<file path="src/rtl/dmi_req_bridge.sv">
// Core-clock bridge from DMI wrapper register strobes to a valid/ready request
// and response transaction, with timeout, overrun detection and hard-reset abort.
module dmi_req_bridge #(
   parameter int TIMEOUT_CYCLES = 255,
   parameter int ADDR_W         = 7,
   parameter int DATA_W         = 32
) (
   input  logic              clock,
   input  logic              reset,
   input  logic              dmi_reg_en,
   input  logic              dmi_reg_wr_en,
   input  logic [ADDR_W-1:0] dmi_reg_addr,
   input  logic [DATA_W-1:0] dmi_reg_wdata,
   input  logic              dmi_hard_reset,
   output logic [DATA_W-1:0] dmi_reg_rdata,
   output logic              dbg_req_valid,
   input  logic              dbg_req_ready,
   output logic              dbg_req_write,
   output logic [ADDR_W-1:0] dbg_req_addr,
   output logic [DATA_W-1:0] dbg_req_wdata,
   input  logic              dbg_rsp_valid,
   input  logic [DATA_W-1:0] dbg_rsp_data,
   input  logic              dbg_rsp_err,
   output logic              busy,
   output logic              err_timeout,
   output logic              err_overrun,
   output logic              err_rsp
);

   localparam int CW = (TIMEOUT_CYCLES > 0) ? $clog2(TIMEOUT_CYCLES + 1) : 1;
   localparam logic [CW-1:0] T_VAL   = CW'(TIMEOUT_CYCLES);
   localparam logic [CW-1:0] CNT_MAX = '1;

   typedef enum logic [1:0] {
      IDLE     = 2'd0,
      SEND_REQ = 2'd1,
      WAIT_RSP = 2'd2
   } state_t;

   state_t        state, state_next;
   logic [CW-1:0] cnt, cnt_next, cnt_inc;
   logic          latch_req, rdata_upd, set_timeout, set_overrun, set_rsp;
   logic          timeout_hit;

   // Next-state, counter and flag-set decode; hard reset overrides everything.
   always_comb begin
      state_next  = state;
      cnt_next    = cnt;
      latch_req   = 1'b0;
      rdata_upd   = 1'b0;
      set_timeout = 1'b0;
      set_rsp     = 1'b0;
      set_overrun = dmi_reg_en && (state != IDLE);
      cnt_inc     = (cnt == CNT_MAX) ? cnt : cnt + CW'(1);
      timeout_hit = (TIMEOUT_CYCLES > 0) && (cnt_inc == T_VAL);

      case (state)
         IDLE: begin
            if (dmi_reg_en) begin
               latch_req  = 1'b1;
               state_next = SEND_REQ;
               cnt_next   = '0;
            end else begin
               cnt_next   = '0;
            end
         end
         SEND_REQ: begin
            if (dbg_req_ready) begin
               state_next = WAIT_RSP;
               cnt_next   = '0;
            end else if (timeout_hit) begin
               set_timeout = 1'b1;
               state_next  = IDLE;
               cnt_next    = '0;
            end else begin
               cnt_next    = cnt_inc;
            end
         end
         WAIT_RSP: begin
            if (dbg_rsp_valid) begin
               state_next = IDLE;
               cnt_next   = '0;
               rdata_upd  = !dbg_req_write;
               set_rsp    = dbg_rsp_err;
            end else if (timeout_hit) begin
               set_timeout = 1'b1;
               state_next  = IDLE;
               cnt_next    = '0;
            end else begin
               cnt_next    = cnt_inc;
            end
         end
         default: begin
            state_next = IDLE;
            cnt_next   = '0;
         end
      endcase

      if (dmi_hard_reset) begin
         state_next = IDLE;
         cnt_next   = '0;
         latch_req  = 1'b0;
         rdata_upd  = 1'b0;
      end else begin
         state_next = state_next;
      end
   end

   // State, counter, request/response registers and sticky flags.
   always_ff @(posedge clock) begin
      if (reset) begin
         state         <= IDLE;
         cnt           <= '0;
         busy          <= 1'b0;
         dbg_req_valid <= 1'b0;
         dbg_req_write <= 1'b0;
         dbg_req_addr  <= '0;
         dbg_req_wdata <= '0;
         dmi_reg_rdata <= '0;
         err_timeout   <= 1'b0;
         err_overrun   <= 1'b0;
         err_rsp       <= 1'b0;
      end else begin
         state         <= state_next;
         cnt           <= cnt_next;
         busy          <= (state_next != IDLE);
         dbg_req_valid <= (state_next == SEND_REQ);
         if (latch_req) begin
            dbg_req_write <= dmi_reg_wr_en;
            dbg_req_addr  <= dmi_reg_addr;
            dbg_req_wdata <= dmi_reg_wdata;
         end
         if (rdata_upd) begin
            dmi_reg_rdata <= dbg_rsp_data;
         end
         // Clear beats a simultaneous set.
         if (dmi_hard_reset) begin
            err_timeout <= 1'b0;
            err_overrun <= 1'b0;
            err_rsp     <= 1'b0;
         end else begin
            err_timeout <= err_timeout | set_timeout;
            err_overrun <= err_overrun | set_overrun;
            err_rsp     <= err_rsp | set_rsp;
         end
      end
   end

endmodule

</file>
<file path="config.mk">
export PLATFORM = sky130hd
export DESIGN_NAME = dmi_req_bridge
export DESIGN_NICKNAME = d
export VERILOG_FILES = /design/src/rtl/dmi_req_bridge.sv
export SDC_FILE = /design/constraint.sdc
export NUM_CORES = 1
export LEC_CHECK = 0
export CORE_MARGIN = 3
export CORE_UTILIZATION = 44
export DETAILED_ROUTE_END_ITERATION = 8
export PLACE_DENSITY = 0.94
export SLEW_MARGIN = 20
export SYNTH_ARGS = -nofsm -noshare
export SYNTH_HDL_FRONTEND = slang
export SYNTH_SLANG_ARGS = --single-unit
</file>
<file path="constraint.sdc">
create_clock -name clock -period 3.56 [get_ports clock]
set_input_delay 0.712 -clock clock [delete_from_list [all_inputs] [get_ports clock]]
set_output_delay 0.712 -clock clock [all_outputs]
set_load 0.05 [all_outputs]
</file>
Word level (Yosys, flattened, before mapping)
Cells that the tools add are included.
Widths: inputs -> output; s select.
{"block": "totals", "regBits": 87, "latch_bits": 0, "mem_bits_rw": 0, "romBits": 0, "input_bits": 79, "output_inout_bits": 77, "wordCells": 49, "n_memories": 0}
{"block": "op_classes", "add_sub_neg": 1, "multipliers": 0, "n_div": 0, "magnitude_cmp": 0, "n_eq_ne": 5, "n_shift": 0, "mux": 23, "bitwise": 3, "n_reduce_logical": 6}
{"op": "$mux 8", "n": 4}
{"op": "$eq 8x8->1 const B", "n": 2}
{"op": "$pmux 8 s2", "n": 1}
{"op": "$mux 1", "n": 11}
{"op": "$mux 2", "n": 5}
{"op": "$add 8x1->8 const B", "n": 1}
{"op": "$pmux 2 s3", "n": 1}
{"op": "$eq 2x1->1 const B", "n": 2}
{"op": "$reduce_bool 2->1", "n": 2}
{"op": "$or 1x1->1", "n": 3}
{"op": "$eq 2x2->1 const B", "n": 1}
{"op": "$logic_not 2->1", "n": 1}
{"op": "$pmux 1 s2", "n": 1}
{"op": "$reduce_or 2->1", "n": 1}
{"op": "$logic_and 1x1->1", "n": 1}
{"op": "$logic_not 1->1", "n": 1}

Depth between registers and ports, before layout
{"block": "depth", "depth_word": 8, "ltp_mapped": 8, "depth_no_buf": 7}

Least setup slack after synthesis
No wires, ideal clock.
{"block": "synth_timing", "path_kind": "reg2reg", "start": "register cnt[0]", "end": "register busy", "setup_ns": 0.075, "arrival_time_ns": 1.870, "required_time_ns": 3.485, "slack_ns": 1.615, "stages_incl_launch_ff": 8, "n_path_buf": 0, "synth_period_minus_slack_ns": 1.945, "path_cell_list": "dfxtp_1 ha_1 nand2_1 nor3_4 mux2i_1 and4bb_2 a21o_2 a31oi_1"}
{"block": "synth_between", "elab_chain_cells": 8, "elab_cells_between_ends": 10, "cone_classes": "1 x add/sub; 2 x eq/ne; 6 x mux; 1 x reduce/logical"}
{"element": "from (decl)", "line": "41", "rtl": "logic [CW-1:0] cnt, cnt_next, cnt_inc;"}
{"element": "from (signal assigned)", "line": "125", "rtl": "cnt <= cnt_next;"}
{"element": "$add 8x1->8 / $eq 8x8->1 (equally long branches)", "line": "54", "rtl": "cnt_inc = (cnt == CNT_MAX) ? cnt : cnt + CW'(1);"}
{"element": "$mux 8 *", "line": "54"}
{"element": "$eq 8x8->1 *", "line": "55", "rtl": "timeout_hit = (TIMEOUT_CYCLES > 0) && (cnt_inc == T_VAL);"}
{"element": "$mux 2 *", "line": "71, 85"}
{"element": "$mux 2 (on tied branches)", "line": "80, 68"}
{"element": "$pmux 2 s3 *", "line": "57", "rtl": "case (state)"}
{"element": "$mux 2 *", "line": "99", "rtl": "if (dmi_hard_reset) begin"}
{"element": "$reduce_bool 2->1 *", "line": "126", "rtl": "busy <= (state_next != IDLE);"}
{"element": "to (signal assigned)", "line": "126"}
{"element": "to (decl)", "line": "24", "rtl": "output logic busy,"}
Every way passes the cells marked *; elsewhere a longest branch is shown, timed or not.
A chain may end at the register's enable or synchronous reset.

Worst setup path after layout
{"block": "layout_timing", "start": "input dmi_hard_reset", "end": "register dmi_reg_rdata[4]"}
{"block": "layout_between", "elab_chain_cells": 1}
{"element": "from (decl)", "line": "14", "rtl": "input logic dmi_hard_reset,"}
{"element": "$mux 1", "line": "99"}
{"element": "to (signal assigned)", "line": "134", "rtl": "dmi_reg_rdata <= dbg_rsp_data;"}
{"element": "to (decl)", "line": "15", "rtl": "output logic [DATA_W-1:0] dmi_reg_rdata,"}
No other way between the ends.

==> results.md <==
* Outcome: finished clean
* Data arrival time of the critical path at 2.63 ns
* Remaining antenna violation count after routing at 0
* Proportion of synthesized chip area in sequential cells at 0.5348
* # DRC at 0
* CTS sink count at 87
* Non-filler instance count after layout at 655
* Worst hold path type: reg2reg
* Unrepaired setup endpoints after global routing: false
* Worst supply voltage drop on vdd at 0.0002310 V
* Cell with the largest stage delay on the worst path: sky130_fd_sc_hd__or3_1
* Worst clock skew at 0.007261 ns
* Required time at the endpoint of the critical path at 3.82 ns
* Number of buffers and inverters on the critical path at 1
* Type of origin of the critical path: primary input
* Critical path fanouts, max at 32
* Hold path startpoint: dbg_req_wdata[6]
* Count of port buffers added during placement at 155
* Total setup violations reported at the end of the flow at 0
* Resized cells post-CTS at 0
* Flop-to-flop setup slack at 1.21 ns
* Post-synth EDFFs at 0
* Clock transition at path regs at 0.08 ns
* 1st-pass router iterations at 4
* CTS tree: yes
* Dominant cells by area after synthesis: sky130_fd_sc_hd__dfxtp_1 (53%), sky130_fd_sc_hd__nand2_1 (17%), sky130_fd_sc_hd__a21oi_1 (12%)
* Dpl hpwl at 6854 um
* Kind of capture point of the worst setup path: flop
* Pin count of the biggest net entering global routing at 44
* Post-synthesis cell count at 409
* Placeable Area at 6982 um^2
* Highest Clock Rate at 422.0 MHz
* Number of inserted diodes at 0
* DRC marker count from the first detailed-route iteration at 106
* Number of warning messages in the yosys log at 0
* Most used cells in the layout excluding fill and tap cells: sky130_fd_sc_hd__clkdlybuf4s50_1 (154), sky130_fd_sc_hd__nand2_1 (149), sky130_fd_sc_hd__dfxtp_1 (87)
* Level count of the clock H-tree at 3
* TritonCTS Buffers at 9
* Die Width at 92.04 um
* Syn_area_per_cell at 7.963 um^2
* Fraction of post-synthesis cell area in the top cell type by area at 0.5348
* Die footprint at 8470 um^2
* RePlAce Congestion at 0.8295
* Most frequent standard cell in the layout excluding fill and tap cells: sky130_fd_sc_hd__clkdlybuf4s50_1
* LEAKAGE at 0.001822 uW
* Total of flip-flops plus latches after synthesis at 87
* End point of the worst hold path: dbg_req_wdata[6]
* Total number of nets in the final design at 639
* Primary FF master, synth: sky130_fd_sc_hd__dfxtp_1
* Number of global-route vias before repair at 3195
* Number of different library cells in the post-synthesis netlist at 37
* Hold-critical path depth at 2
* Leading area contributor after synthesis: sky130_fd_sc_hd__dfxtp_1
* Max-slew violation total from the final report at 0
* Total Negative Setup Slacks at 0 ns
* Wirelength, routed at 9240 um
* Number of top-level design ports at 156
* Effective utilization at floorplan at 0.4665
* Pwr per Cell Area at 408.6 nW/um^2
* Average detailed-routed wire length per instance at 14.11 um
* Share of post-route cells with drive strength above 1 at 0.05188
* Total gr overflow at 0
* Worst-Skew Late Latency at 0.34 ns
* Cell Area, Placed at 4886 um^2
* Worst flop-to-flop path startpoint: cnt[0]
* Global routing usage summed across all routing layers at 0.2145
* Depth of the worst register-to-register path at 7
* CTS Root Cell: sky130_fd_sc_hd__clkbuf_8
* Vias per cell at 5.002
* Worst R2R End: busy
* Max-capacitance violation count at 0
* First-pass GRT wire length at 14760 um
* Finished Core Util at 0.7323
* Final instance area at 5112 um^2
* Row count at 30
* Cells along the critical path: clkdlybuf4s50_1, or3_1, nand2_1, a21oi_1
* Total nets after synthesis at 493
* Die span in y at 92.04 um
* Slew Limit Headroom at 0.3025
* Mapped Area at 3257 um^2
* Family of cells with the greatest summed delay on the critical path: simple AND/OR/NAND/NOR gates
* # Post-CTS Setup Buffers at 0
* Hold-fix buffers, CTS at 0
* Critical Setup Path Class: in2reg
* Worst-margin pin slew at 1.046 ns
* Final worst-path cycle share at 0.6657
* Total count of hold-check failures in the final report at 0
* Asr flop ratio synth at 0
* Stage delay of the slowest cell on the critical path at 0.86 ns
* Maximum buffer depth of the clock tree at 2
* Initial antenna violation count at 0
* Via count of the routed design at 3276
* Fin crit period at 2.370 ns
* DP Cell Count at 640
* Area growth from synthesis to final layout at 56.97%
[per-layer routing]
metal	vias to the layer above	share of wire	track usage
met5	-	0	0
met3	11	0.078	0.06071
met2	120	0.52	0.4009
li1	1636	-	-
met4	0	0.013	0.06807
met1	1509	0.39	0.2316
[worst max path at each step]
stage | from | to | slack, ns | cells after the start
2_1_floorplan | cnt[0] | busy | 1.62 | 7
3_3_place_gp | dmi_hard_reset | dmi_reg_rdata[17] | 0.92 | 4
3_5_place_dp | dmi_hard_reset | dmi_reg_rdata[4] | 0.79 | 4
4_1_cts | dmi_hard_reset | dmi_reg_rdata[4] | 1.17 | 4
5_1_grt | cnt[0] | dbg_req_valid | 1.05 | 7
6_report | dmi_hard_reset | dmi_reg_rdata[4] | 1.19 | 4
[layout make-up]
class	count	area [um^2]
clock buffers	11	131.4
clock inverters	4	95.09
fillers	542	1869
inverters	5	18.77
multi-input cells	293	1416
flip-flops and latches	87	1742
well taps	96	120.1
repair buffers	159	1589
[registers in the layout (all words and copies together) (netlist names), 2 cells and up]
name,flops
state,2
dmi_reg_rdata,32
dbg_req_wdata,32
dbg_req_addr,7
cnt,8
[logic make-up after synthesis]
| kind of cell | synth area share |
|---|---|
| compound gates | 0.1529 |
| xor+xnor | 0.002690 |
| fa+ha+maj | 0.01921 |
| buf+inv | 0.03342 |
| flops | 0.5348 |
| mux | 0.006147 |
| simple gates | 0.2509 |
[synthesized netlist by cell type, types with 3 or more instances]
cell	n
sky130_fd_sc_hd__nand2_1	149
sky130_fd_sc_hd__dfxtp_1	87
sky130_fd_sc_hd__a21oi_1	75
sky130_fd_sc_hd__clkbuf_1	24
sky130_fd_sc_hd__nor2_1	15
sky130_fd_sc_hd__nor3_1	6
sky130_fd_sc_hd__ha_1	5
sky130_fd_sc_hd__inv_1	5
sky130_fd_sc_hd__o21ai_0	5
sky130_fd_sc_hd__nand3_1	4
sky130_fd_sc_hd__or3_1	3
[worst register-to-register path, stage by stage (launching register included)]
cell and delay, ns:
sky130_fd_sc_hd__dfxtp_1 0.50, sky130_fd_sc_hd__ha_1 0.30, sky130_fd_sc_hd__nand2_1 0.20, sky130_fd_sc_hd__nor3_4 0.31
sky130_fd_sc_hd__mux2i_1 0.28, sky130_fd_sc_hd__and4bb_2 0.30, sky130_fd_sc_hd__a21o_2 0.19, sky130_fd_sc_hd__a31oi_1 0.19
[report_power, final]
part	internal, uW	switching (uW)	leakage (uW)
Clock	462	324	0.000113
Sequential	997	12.7	0.000706
Combinational	135	159	0.00100
Total	1590	495	0.00182
[metrics by stage]
stage	setup WS (ns)	hold slack [ns]	total power [uW]
floorplan	1.615	0.5018	1174
global placement	0.9153	0.4404	1320
detailed placement	0.7939	0.4454	1328
CTS	1.171	0.4572	2108
global route	1.052	0.4768	2165
finish	1.190	0.4550	2089
No activity file was read; power rests on OpenSTA's default activity.
